==> config.mk <==
export PLATFORM = sky130hd
export DESIGN_NAME = dmac_slave_regfile
export DESIGN_NICKNAME = d
export VERILOG_FILES = /design/src/rtl/dmac_pkg.sv /design/src/rtl/dmac_desc_fifo.sv /design/src/rtl/dmac_slave_regfile.sv
export SDC_FILE = /design/constraint.sdc
export NUM_CORES = 1
export LEC_CHECK = 0
export BUFFER_PORTS_ARGS = -buffer_cell sky130_fd_sc_hd__clkbuf_2
export CAP_MARGIN = 10
export CELL_PAD_IN_SITES_DETAIL_PLACEMENT = 1
export CELL_PAD_IN_SITES_GLOBAL_PLACEMENT = 2
export CORE_UTILIZATION = 38
export CTS_BUF_LIST = sky130_fd_sc_hd__clkbuf_8
export CTS_CLUSTER_SIZE = 12
export DETAILED_ROUTE_END_ITERATION = 8
export PLACE_DENSITY = 0.76
export SLEW_MARGIN = 20
export SYNTH_ARGS = -nofsm -noshare
export SYNTH_HDL_FRONTEND = slang
export SYNTH_HIERARCHICAL = 1
export SYNTH_SLANG_ARGS = --single-unit
==> constraint.sdc <==
create_clock -name clk -period 4.6 [get_ports clk]
set_clock_uncertainty 0.2 [all_clocks]
set_input_delay 0.69 -clock clk [delete_from_list [all_inputs] [get_ports clk]]
set_output_delay 0.69 -clock clk [all_outputs]
set_load 0.01 [all_outputs]
==> src/rtl/dmac_pkg.sv <==
// Purpose: shared constants for the DMA controller register front-end.
// Latency: n/a (constants only).
// Backpressure: n/a.
package dmac_pkg;

    // Width of the SIZE register and of the descriptor size field.
    localparam int SIZE_W = 16;

    // Register word indices on the slave port.
    localparam int REG_OPSTART   = 0;
    localparam int REG_INTERRUPT = 1;
    localparam int REG_INT_EN    = 2;
    localparam int REG_SRC       = 3;
    localparam int REG_DST       = 4;
    localparam int REG_SIZE      = 5;
    localparam int REG_STATUS    = 6;

    // STATUS register layout.
    localparam int STAT_BUSY    = 0;
    localparam int STAT_OVF     = 1;
    localparam int STAT_CNT_LSB = 8;
    localparam int STAT_CNT_W   = 8;

    // Saturation value of the in-flight transfer counter.
    localparam logic [7:0] OUTSTANDING_MAX = 8'hFF;

endpackage

==> src/rtl/dmac_desc_fifo.sv <==
// Purpose: generic synchronous FIFO holding DMA descriptors.
// Latency: a push is visible at the head on the edge after it is written (no bypass).
// Backpressure: push is refused when full unless a pop happens in the same cycle.
//
// Ports:
//   clk, reset          clock, asynchronous active-high reset
//   push_vld, push_dat  write request and data
//   pop_vld             remove head entry (ignored when empty)
//   full, empty, count  occupancy flags and entry count
//   head_dat            head entry, forced to 0 while empty
module dmac_desc_fifo #(
    parameter int WIDTH = 80,
    parameter int DEPTH = 4
) (
    input  logic                       clk,
    input  logic                       reset,
    input  logic                       push_vld,
    input  logic [WIDTH-1:0]           push_dat,
    input  logic                       pop_vld,
    output logic                       full,
    output logic                       empty,
    output logic [$clog2(DEPTH):0]     count,
    output logic [WIDTH-1:0]           head_dat
);

    localparam int AW = $clog2(DEPTH);

    logic [WIDTH-1:0] mem [DEPTH];
    logic [AW:0]      wr_ptr;
    logic [AW:0]      rd_ptr;
    logic             do_push;
    logic             do_pop;

    // Pointers carry one extra MSB so full and empty are told apart
    // without a separate counter.
    assign count = wr_ptr - rd_ptr;
    assign empty = (wr_ptr == rd_ptr);
    assign full  = (wr_ptr[AW] != rd_ptr[AW]) && (wr_ptr[AW-1:0] == rd_ptr[AW-1:0]);

    assign do_pop  = pop_vld & ~empty;
    // A pop in the same cycle frees the slot the push lands in.
    assign do_push = push_vld & (~full | do_pop);

    // Head is gated so downstream sees zeros rather than stale storage.
    assign head_dat = empty ? '0 : mem[rd_ptr[AW-1:0]];

    always_ff @(posedge clk or posedge reset) begin
        if (reset) begin
            wr_ptr <= '0;
            rd_ptr <= '0;
        end else begin
            if (do_push) wr_ptr <= wr_ptr + 1'b1;
            if (do_pop)  rd_ptr <= rd_ptr + 1'b1;
        end
    end

    // Storage needs no reset: entries are only observable once written.
    always_ff @(posedge clk) begin
        if (do_push) mem[wr_ptr[AW-1:0]] <= push_dat;
    end

endmodule

==> src/rtl/dmac_slave_regfile.sv <==
// Purpose: DMAC programming registers, descriptor queue and completion interrupt.
// Latency: register reads 1 cycle; a pushed descriptor reaches desc_valid 1 cycle later.
// Backpressure: desc_* held while desc_valid & !desc_ready; pushes to a full queue drop and set overflow.
//
// Ports:
//   clk, reset                         clock, asynchronous active-high reset
//   s_sel, s_wr, s_addr, s_din, s_dout slave bus (registered read data)
//   desc_valid, desc_ready             descriptor handshake to the DMA engine
//   desc_src, desc_dst, desc_size      head descriptor fields
//   op_done                            engine pulse: one transfer finished
//   irq                                INTERRUPT & INT_EN
module dmac_slave_regfile
    import dmac_pkg::*;
#(
    parameter int DATA_W     = 32,
    parameter int ADDR_W     = 3,
    parameter int FIFO_DEPTH = 4
) (
    input  logic              clk,
    input  logic              reset,
    input  logic              s_sel,
    input  logic              s_wr,
    input  logic [ADDR_W-1:0] s_addr,
    input  logic [DATA_W-1:0] s_din,
    output logic [DATA_W-1:0] s_dout,
    output logic              desc_valid,
    input  logic              desc_ready,
    output logic [DATA_W-1:0] desc_src,
    output logic [DATA_W-1:0] desc_dst,
    output logic [SIZE_W-1:0] desc_size,
    input  logic              op_done,
    output logic              irq
);

    localparam int DESC_W = 2*DATA_W + SIZE_W;
    localparam int CNT_W  = $clog2(FIFO_DEPTH) + 1;

    logic              wr_vld;
    logic              rd_vld;
    logic              push_req;
    logic              desc_pop;
    logic              fifo_full;
    logic              fifo_empty;
    logic [CNT_W-1:0]  fifo_count;
    logic [DESC_W-1:0] head_dat;

    logic [DATA_W-1:0] src_q;
    logic [DATA_W-1:0] dst_q;
    logic [SIZE_W-1:0] size_q;
    logic              int_en_q;
    logic              interrupt_q;
    logic              overflow_q;
    logic [7:0]        outstanding_q;

    logic              out_dec;
    logic [8:0]        out_sum;
    logic              int_set;
    logic              busy;
    logic [DATA_W-1:0] status_dat;
    logic [DATA_W-1:0] rd_dat;

    function automatic logic hit(input logic [ADDR_W-1:0] a, input int idx);
        return a == ADDR_W'(idx);
    endfunction

    assign wr_vld   = s_sel & s_wr;
    assign rd_vld   = s_sel & ~s_wr;
    assign push_req = wr_vld & hit(s_addr, REG_OPSTART) & s_din[0];
    assign desc_pop = desc_valid & desc_ready;

    dmac_desc_fifo #(
        .WIDTH (DESC_W),
        .DEPTH (FIFO_DEPTH)
    ) u_fifo (
        .clk      (clk),
        .reset    (reset),
        .push_vld (push_req),
        .push_dat ({src_q, dst_q, size_q}),
        .pop_vld  (desc_pop),
        .full     (fifo_full),
        .empty    (fifo_empty),
        .count    (fifo_count),
        .head_dat (head_dat)
    );

    assign desc_valid                       = ~fifo_empty;
    assign {desc_src, desc_dst, desc_size}  = head_dat;

    // Completions with nothing in flight are spurious and dropped.
    assign out_dec = op_done & (outstanding_q != '0);
    assign out_sum = {1'b0, outstanding_q} + 9'(desc_pop) - 9'(out_dec);

    // The last completion only counts as "all done" if nothing is queued
    // or about to be queued / launched in the same cycle.
    assign int_set = out_dec & (outstanding_q == 8'd1) & fifo_empty & ~push_req & ~desc_pop;

    assign busy = ~fifo_empty | (outstanding_q != '0);
    assign irq  = interrupt_q & int_en_q;

    always_comb begin
        status_dat = '0;
        status_dat[STAT_BUSY] = busy;
        status_dat[STAT_OVF]  = overflow_q;
        status_dat[STAT_CNT_LSB +: STAT_CNT_W] = STAT_CNT_W'(fifo_count);

        rd_dat = '0;
        case (s_addr)
            ADDR_W'(REG_INTERRUPT): rd_dat = DATA_W'(interrupt_q);
            ADDR_W'(REG_INT_EN):    rd_dat = DATA_W'(int_en_q);
            ADDR_W'(REG_SRC):       rd_dat = src_q;
            ADDR_W'(REG_DST):       rd_dat = dst_q;
            ADDR_W'(REG_SIZE):      rd_dat = DATA_W'(size_q);
            ADDR_W'(REG_STATUS):    rd_dat = status_dat;
            default:                rd_dat = '0;
        endcase
    end

    always_ff @(posedge clk or posedge reset) begin
        if (reset) begin
            src_q         <= '0;
            dst_q         <= '0;
            size_q        <= '0;
            int_en_q      <= 1'b0;
            interrupt_q   <= 1'b0;
            overflow_q    <= 1'b0;
            outstanding_q <= '0;
            s_dout        <= '0;
        end else begin
            if (wr_vld && hit(s_addr, REG_INT_EN)) int_en_q <= s_din[0];
            if (wr_vld && hit(s_addr, REG_SRC))    src_q    <= s_din;
            if (wr_vld && hit(s_addr, REG_DST))    dst_q    <= s_din;
            if (wr_vld && hit(s_addr, REG_SIZE))   size_q   <= s_din[SIZE_W-1:0];

            // Set takes priority over a same-cycle write-one-to-clear.
            if (int_set)
                interrupt_q <= 1'b1;
            else if (wr_vld && hit(s_addr, REG_INTERRUPT) && s_din[0])
                interrupt_q <= 1'b0;

            if (push_req && fifo_full && !desc_pop)
                overflow_q <= 1'b1;
            else if (wr_vld && hit(s_addr, REG_STATUS) && s_din[STAT_OVF])
                overflow_q <= 1'b0;

            outstanding_q <= out_sum[8] ? OUTSTANDING_MAX : out_sum[7:0];

            if (rd_vld) s_dout <= rd_dat;
        end
    end

endmodule

# Word-level counts from Yosys, hierarchy flattened

Memories as Yosys holds them, arrays and structs flattened.
Cells that the tools add are included.
W data, S select, Z words.

Flip-flop bits (word level): 129
Bits in latches: 0
RAM bits: 320
Bits in read-only memories: 0
Logic and storage cells: 71
Memories: 1

Memory list:

| memory     | words | bits a word | rd ports | clocked after Yosys merged registers in | write ports | RTL line             | source |
|---|---|---|---|---|---|---|---|
| u_fifo.mem | 4     | 80          | 1        | 0                                       | 1           | dmac_desc_fifo.sv:28 | `logic [WIDTH-1:0] mem [DEPTH];` |

Add/subtract/negate cells: 5
$mul: 0
Divide/modulo/power cells: 0
Order comparisons: 0
Eq/ne operators: 10
Shift-type cells: 0
Muxes and demuxes: 9
Bitwise gates (word level): 20
Reduce and logical (&&, ||, !) cells: 16

Operators by type and width:

| cell                  | count |
|---|---|
| $pmux W32 S6          | 1 |
| $mux W80              | 1 |
| $and A1 B1 Y1         | 13 |
| $logic_and A1 B1 Y1   | 11 |
| $add A8 B1 Y9         | 1 |
| $eq A3 B3 Y1 const B  | 3 |
| $sub A9 B1 Y9         | 1 |
| $eq A8 B1 Y1 const B  | 1 |
| $mux W8               | 1 |
| $reduce_bool A8 Y1    | 1 |
| $add A3 B1 Y3 const B | 2 |
| $eq A3 B2 Y1 const B  | 2 |
| $mux W1               | 6 |
| $not A1 Y1            | 5 |
| $reduce_bool A2 Y1    | 2 |
| $eq A3 B1 Y1 const B  | 1 |
| $eq A3 B3 Y1          | 1 |
| $logic_not A3 Y1      | 1 |
| $sub A3 B3 Y3         | 1 |
| $eq A2 B2 Y1          | 1 |
| $or A1 B1 Y1          | 2 |
| $logic_not A1 Y1      | 1 |
| $ne A1 B1 Y1          | 1 |

# Longest topological paths before layout

Gate-level depths: netlist (run 1).

Depth in word-level cells: 8
Depth in mapped cells: 16
Depth with buffers taken out: 13

# Cells and area by module

The synthesis (run 1) kept the hierarchy.

Modules (own cells, without submodules):

| module             | times used | cells an instance | area each (µm²) | seq. area each (µm²) |
|---|---|---|---|---|
| dmac_desc_fifo     | 1          | 552               | 12554.5         | 9759.4 |
| dmac_slave_regfile | 1          | 435               | 5794.3          | 3078.0 |

# Worst setup path before layout (run 1)

Ideal clock, no wire load.

Path kind: reg-to-reg
Start: register u_fifo.rd_ptr[1]
End: register outstanding_q[6]
Library setup time: 151 ps
Arrival: 3590 ps
Required time: 4249 ps
Setup slack: 660 ps
Stages on the path, launching flop included: 16
Path through: dfrtp_1 > clkbuf_1 > buf_2 > inv_1 > ha_1 > nand2_1 > nor2_2 > clkbuf_1 > nor2b_1 > ha_1 > inv_1 > fa_1 > nand2b_1 > a2111oi_0 > o21a_1 > o211ai_1

Cells in the longest elaborated chain, start to end: 6

Ends and longest elaborated chain:

| item                     | RTL line                  | source |
|---|---|---|
| start: declaration       | dmac_desc_fifo.sv:30      | `logic [AW:0] rd_ptr;` |
| start signal: assignment | dmac_desc_fifo.sv:53      | `if (do_pop) rd_ptr <= rd_ptr + 1'b1;` |
| $eq A3 B3 Y1             | dmac_desc_fifo.sv:37      | `assign empty = (wr_ptr == rd_ptr);` |
| named net fifo_empty     | dmac_slave_regfile.sv:43  | `logic fifo_empty;` |
| $not A1 Y1               | dmac_slave_regfile.sv:86  | `assign desc_valid = ~fifo_empty;` |
| $and A1 B1 Y1            | dmac_slave_regfile.sv:69  | `assign desc_pop = desc_valid & desc_ready;` |
| named net desc_pop       | dmac_slave_regfile.sv:41  | `logic desc_pop;` |
| $add A8 B1 Y9            | dmac_slave_regfile.sv:91  | `assign out_sum = {1'b0, outstanding_q} + 9'(desc_pop) - 9'(out_dec);` |
| $sub A9 B1 Y9            | dmac_slave_regfile.sv:91  |  |
| $mux W8                  | dmac_slave_regfile.sv:145 | `outstanding_q <= out_sum[8] ? OUTSTANDING_MAX : out_sum[7:0];` |
| end signal: assignment   | dmac_slave_regfile.sv:145 |  |
| end: declaration         | dmac_slave_regfile.sv:53  | `logic [7:0] outstanding_q;` |

The timed path passes the listed nets, and every way through them passes these cells.
A chain may end at the register's enable or synchronous reset.

# Final worst setup path (run 1)

Start: register u_fifo.rd_ptr[1]
End: output port desc_valid

Cells in the longest elaborated chain, start to end: 2

Ends and longest elaborated chain:

| item                 | RTL line                 | source |
|---|---|---|
| $eq A3 B3 Y1         | dmac_desc_fifo.sv:37     |  |
| named net fifo_empty | dmac_slave_regfile.sv:43 |  |
| $not A1 Y1           | dmac_slave_regfile.sv:86 |  |
| end: declaration     | dmac_slave_regfile.sv:26 | `output logic desc_valid,` |

The timed path passes the listed nets, and every way through them passes these cells.

==> impl_metrics.yaml, run 1 <==
run_status:
  outcome: "finished clean"
placement:
  io_buffers: 154
  dpl.hpwl_mm: 25.8
  place_area_mm2: 0.0198
  place_congestion: 0.726
global_routing:
  grt_first_pass_wirelength_mm: 66.0
  grt_remaining_overflow: 0
  met3_usage_pct: 3.17
  antenna_found_initial: 2
  grtUsageMet2_pct: 30.2
  grt_start_max_net_pins: 83
  busiest_layer: "met2"
  grtUsageMet1_pct: 23.7
  track_usage_pct: 18.0
  first_global_vias: 10468
sta:
  hold_violations: 0
  period_needed_ns: 4.21
  hold_slack_ns: 0.112
  slew_viol_final: 0
  finalSetupTns_ns: 0
  max_freq_mhz: 238
  finalSetupViolations: 0
  slew_headroom_pct: 35.3
  rsz0062_at_grt: "no"
  worst_pin_slew_ns: 0.970
  fin_crit_sh_pct: 91.5
clock_tree:
  cts_setup_buffers: 0
  clk_latency_ns: 0.63
  cts_root_buf: "clkbuf_8"
  cts_tree: "done"
  cts_buffers: 76
  cts_buffer_depth: 3
  cts.htree.levels: 3
  cts_resized: 0
  cts.clk_slew.worst_paths_ns: 0.06
  cts_sinks: 449
layout:
  final_cell_area_mm2: 0.0214
  seqCellArea_mm2: 0.0128
  area_growth_pct: 16.4
  utilization_pct: 44.8
  multi_input_area_mm2: 0.00509
  final_cell_mix: "edfxtp_1, clkbuf_2, dfrtp_1"
  final_layout_size_suffix_gt1_share_pct: 37.3
  final_common_cell: "edfxtp_1"
  fillCellCount: 4611
  fin_nets: 1252
synthesis:
  yosys_warnings: 6
  seq_area_frac_synth_pct: 70.0
  synthSimpleGateAreaFrac_pct: 5.27
  synthAdderAreaFrac_pct: 1.51
  synthMuxAreaShare_pct: 16.4
  synth_top_family_by_area: "multiplexers"
  synth_compound_area_share_pct: 4.00
  synth_area_per_cell_um2: 18.6
  synth-xor-area-share_pct: 0.382
  synth_cell_type_count: 58
  synth-seq-cells: 449
  syn_inst: 987
  synth_nets: 1049
  synth_edf_count: 320
  syn_area_mm2: 0.0183
  synth_ff_type: "edfxtp_1"
  async_flop_share_pct: 28.7
detailed_routing:
  post-route-drc-count: 0
  dr.pass1.iters: 4
  via_per_inst: 5.15
  post_drt_wl_per_cell_um: 23.2
  dr.first_iter.drc_count: 539
  vias: 9625
  routed_wl_mm: 43.3
  final_antenna_net_count: 0
floorplan:
  fp-row-count: 80
  core_area_mm2: 0.0476
  fp.dieH_um: 222
  pin_count: 155
  die_w_um: 222
  dieArea_mm2: 0.0492
  start_util_pct: 38.5
worst_setup_path:
  r2r_start: "u_fifo/rd_ptr[1]"
  r2r_cells: 12
  cp_max_fo: 82
  timing.rr.end: "outstanding_q[6]"
  rrSetupSlack_ns: 0.59
  required_ns: 3.71
  worstSetupStartpointType: "flop"
  crit_path_end_kind: "primary output"
  critPathKind: "reg2out"
  cp.arrival_ns: 3.32
power_and_ir_drop:
  leakage_nw: 8.10
  vdd_drop_max_mv: 0.341
  power_mw: 12.8
  power-per-cell-area_mw_per_mm2: 599
min_path:
  holdPathEnd: "dst_q[21]"
  hold_path_depth: 2
  hold_start: "s_din[21]"
  hp-class: "in2reg"
job:
  maxCapViolCount: 0
## power by group
part	total [mW]	internal, mW	switching, mW
Sequential	5.21	4.81	0.400
Combinational	3.93	1.82	2.11
Clock	3.64	2.01	1.63
## state kept, by name (all words and copies together), names as in the netlist
name	flops
u_fifo/rd_ptr	3
dst_q	32
outstanding_q	8
u_fifo/mem	320
size_q	16
u_fifo/wr_ptr	3
src_q	32
s_dout	32
interrupt_q	1
int_en_q	1
overflow_q	1
## stage by stage
step | worst slack, ns | cells
after floorplan | 0.439 | 987
after global placement | 0.692 | 1726
after detailed placement | 0.621 | 1726
after CTS | 0.184 | 1868
after global routing | 0.113 | 1869
final | 0.391 | 1869
## worst max path at each step
stage / start / endpoint / slack (ns) / cells after the start
final: u_fifo/rd_ptr[1] / desc_valid / 0.39 / 7
after detailed placement: u_fifo/rd_ptr[1] / outstanding_q[6] / 0.62 / 12
after CTS: u_fifo/rd_ptr[1] / desc_valid / 0.18 / 7
after global placement: u_fifo/rd_ptr[1] / outstanding_q[6] / 0.69 / 12
after floorplan: reset / dst_q[0] / 0.44 / 1
after global routing: u_fifo/rd_ptr[1] / desc_valid / 0.11 / 7
## cell families after synthesis
| family | Yosys count |
|---|---|
| muxes | 179 |
| xor gates and xnor gates | 8 |
| AOI/OAI and AO/OA | 95 |
| adders and majority gates | 21 |
| buffers and inverters | 73 |
| DFF | 449 |
| and+or+nand+nor | 162 |
## worst max-delay path: stages (launching register included)
cell and delay [ns]:
dfrtp_4 0.72, inv_1 0.09, ha_1 0.30, nand2_1 0.20
nor2_4 0.16, buf_4 0.71, inv_1 0.29, clkbuf_2 0.21
## layer usage
metal,up-vias,part of all wire [%]
met2,233,50
met5,-,0.028
met4,2,2.1
met3,61,4.1
li1,4288,-
met1,5041,44
## repair_timing
action                     4_1_cts  5_1_grt
hold endpoints to repair         6        0
setup endpoints to repair        0        0
hold buffers                     1        0
## cell usage after synthesis, drive strengths merged (3+ instances only)
cell type / instances / share of area [%]
mux2i: 16 / 0.87
mux2: 83 / 5.7
ha: 19 / 1.3
inv: 21 / 0.43
xnor2: 6 / 0.29
o31ai: 3 / 0.15
o2bb2ai: 15 / 0.72
dfrtp: 129 / 18
nand2b: 4 / 0.14
nand2: 26 / 0.53
a21o: 5 / 0.20
nor2: 10 / 0.23
edfxtp: 320 / 52
nor3: 8 / 0.30
nand3: 8 / 0.22
a22o: 20 / 0.95
clkbuf: 18 / 0.37
nor2b: 88 / 3.1
buf: 34 / 1.7
o21ai: 19 / 0.52
and2: 5 / 0.20
mux4: 80 / 9.8
a22oi: 16 / 0.65
## layout make-up
| cell class | instances | area share, % |
|---|---|---|
| flip-flops and latches | 449 | 60.1 |
| multi-input cells | 465 | 23.8 |
| clock buffers | 86 | 5.54 |
| repair buffers | 177 | 4.66 |
| well taps | 615 | 3.60 |
| clock inverters | 55 | 1.80 |
| inverters | 21 | 0.392 |
| diodes | 1 | 0.0117 |
No activity file was read; power rests on OpenSTA's default activity.
==> run 2, diff against run 1 <==
CORE_UTILIZATION = 47   (was 38)
PLACE_DENSITY = 0.9   (was 0.76)
==> run 2 against run 1 <==
Cell count is 5.7% lower. Sequential power hardly changed. Die area is 19% lower. Worst hold slack better by 0.022 ns. Combinational power is 3% higher. First-iteration DRC count is 10% higher. Utilization is 9.9 points higher.
==> impl_metrics.yaml, run 2 (same netlist as run 1, synthesis figures left out) <==
clock_tree:
  cts.htree.levels: 3
  cts_resized: 0
  cts_sinks: 449
  cts_setup_buffers: 0
  cts_tree: "done"
  cts.clk_slew.worst_paths_ns: 0.07
  cts_buffer_depth: 3
  cts_root_buf: "clkbuf_8"
  cts_buffers: 72
  clk_latency_ns: 0.61
worst_setup_path:
  crit_start: "u_fifo/rd_ptr[1]"
  critPathKind: "reg2out"
  r2r_start: "u_fifo/wr_ptr[0]"
  crit_path_end_kind: "primary output"
  cp_slowest_cell: "buf_4"
  path_common_cell: "buf_4"
  worstSetupStartpointType: "flop"
  cp.arrival_ns: 3.05
  rrSetupSlack_ns: 0.84
  path_cells: "buf_4 -> buf_4 -> mux4_2 -> nor2b_1 -> clkbuf_2"
  cp_max_fo: 44
  critPathMaxStageDelay_ns: 0.65
  required_ns: 3.71
sta:
  worst_pin_slew_ns: 1.05
  hold_slack_ns: 0.134
  fin_crit_sh_pct: 85.7
  hold_violations: 0
  rsz0062_at_grt: "no"
  finalSetupViolations: 0
  period_needed_ns: 3.94
  max_freq_mhz: 254
  slew_viol_final: 0
  finalSetupTns_ns: 0
  slew_headroom_pct: 30.2
detailed_routing:
  dr.pass1.iters: 5
  final_antenna_net_count: 0
  dr.first_iter.drc_count: 594
  post_drt_wl_per_cell_um: 24.6
  post-route-drc-count: 0
  vias: 9753
  via_per_inst: 5.54
  routed_wl_mm: 43.3
placement:
  place_congestion: 0.748
  dpl.hpwl_mm: 27.4
  io_buffers: 154
power_and_ir_drop:
  vdd_drop_max_mv: 0.521
  pwr-share-comb_pct: 32.2
  power.switching_mw: 4.16
  leakage_nw: 8.05
  power-per-cell-area_mw_per_mm2: 596
  p_int_mw: 8.42
  power_frac_seq_pct: 41.4
  p_clk_share_pct: 26.5
  swShare_pct: 33.1
floorplan:
  start_util_pct: 47.6
  core_area_mm2: 0.0386
  fp-row-count: 72
  die_w_um: 200
  fp.dieH_um: 200
  dieArea_mm2: 0.0398
  pin_count: 155
layout:
  fin_nets: 1247
  largest_reg_flops: 320
  final_common_cell: "edfxtp_1"
  final_layout_size_suffix_gt1_share_pct: 36.6
  area_growth_pct: 15.0
  final_cell_mix: "edfxtp_1, clkbuf_2, dfrtp_1"
global_routing:
  first_global_vias: 10445
  grt_remaining_overflow: 0
  grt_first_pass_wirelength_mm: 65.4
  antenna_found_initial: 3
  track_usage_pct: 22.6
  grt_start_max_net_pins: 83
run_status:
  outcome: "finished clean"
job:
  maxCapViolCount: 0
min_path:
  hold_start: "s_din[23]"
  hp-class: "in2reg"
[run 2: worst max-delay path, delay by kind of cell (launching register included)]
kind	cells	cell delay (ns)
buffers and inverters	3	1.34
muxes	1	0.31
and+or+nand+nor	1	0.33
DFF	1	0.40
[run 2: area by class of cell]
type / count / area (µm²)
Fill cell: 3618 / 17500
Antenna cell: 1 / 2.50
Clock inverter: 48 / 254
Tap cell: 518 / 648
Sequential cell: 449 / 12800
Multi-Input combinational cell: 465 / 5090
Inverter: 21 / 83.8
Timing Repair Buffer: 176 / 1010
Clock buffer: 84 / 1160
[run 2: layer usage]
layer	wire length [µm]	track usage, %
met5	26	0
met4	1150	7.58
met3	2160	4.30
met2	21800	37.7
met1	18100	29.8
[run 2: what timing repair did]
item | in CTS | in global routing
hold buffers | 1 | 0
setup endpoints to repair | 0 | 0
endpoints found under the hold margin | 60 | 0
[run 2: worst paths after layout]
path / cells past startpoint / end
worst max register to register: 12 / outstanding_q[7]
worst min register to register: 2 / s_dout[28]
max in group asynchronous: 4 / dst_q[28]
min in group asynchronous: 3 / u_fifo/rd_ptr[2]
worst max-delay path: 5 / desc_dst[30]
worst min-delay path: 2 / dst_q[23]
[run 2: power by group through the flow]
stage               Clock [mW]  Sequential (mW)  Combinational (mW)
finish                    3.33             5.21                4.04
CTS                       3.41             5.21                4.14
floorplan                    0             5.12                2.78
global route              3.56             5.26                4.45
detailed placement           0             5.29                4.11
global placement             0             5.23                4.03
[run 2: per-stage QoR]
stage / cell area, µm² / util [%] / worst slack, ns / power (mW) / cells
after floorplan: 18300 / - / 0.439 / 7.90 / 987
final: 21100 / 54.7 / 0.658 / 12.6 / 1762
after detailed placement: 19700 / 51.0 / 0.946 / 9.40 / 1628
after global routing: 21100 / 54.7 / 0.436 / 13.3 / 1761
after global placement: 19700 / 51.0 / 1.06 / 9.26 / 1628
after CTS: 21100 / 54.7 / 0.569 / 12.8 / 1761
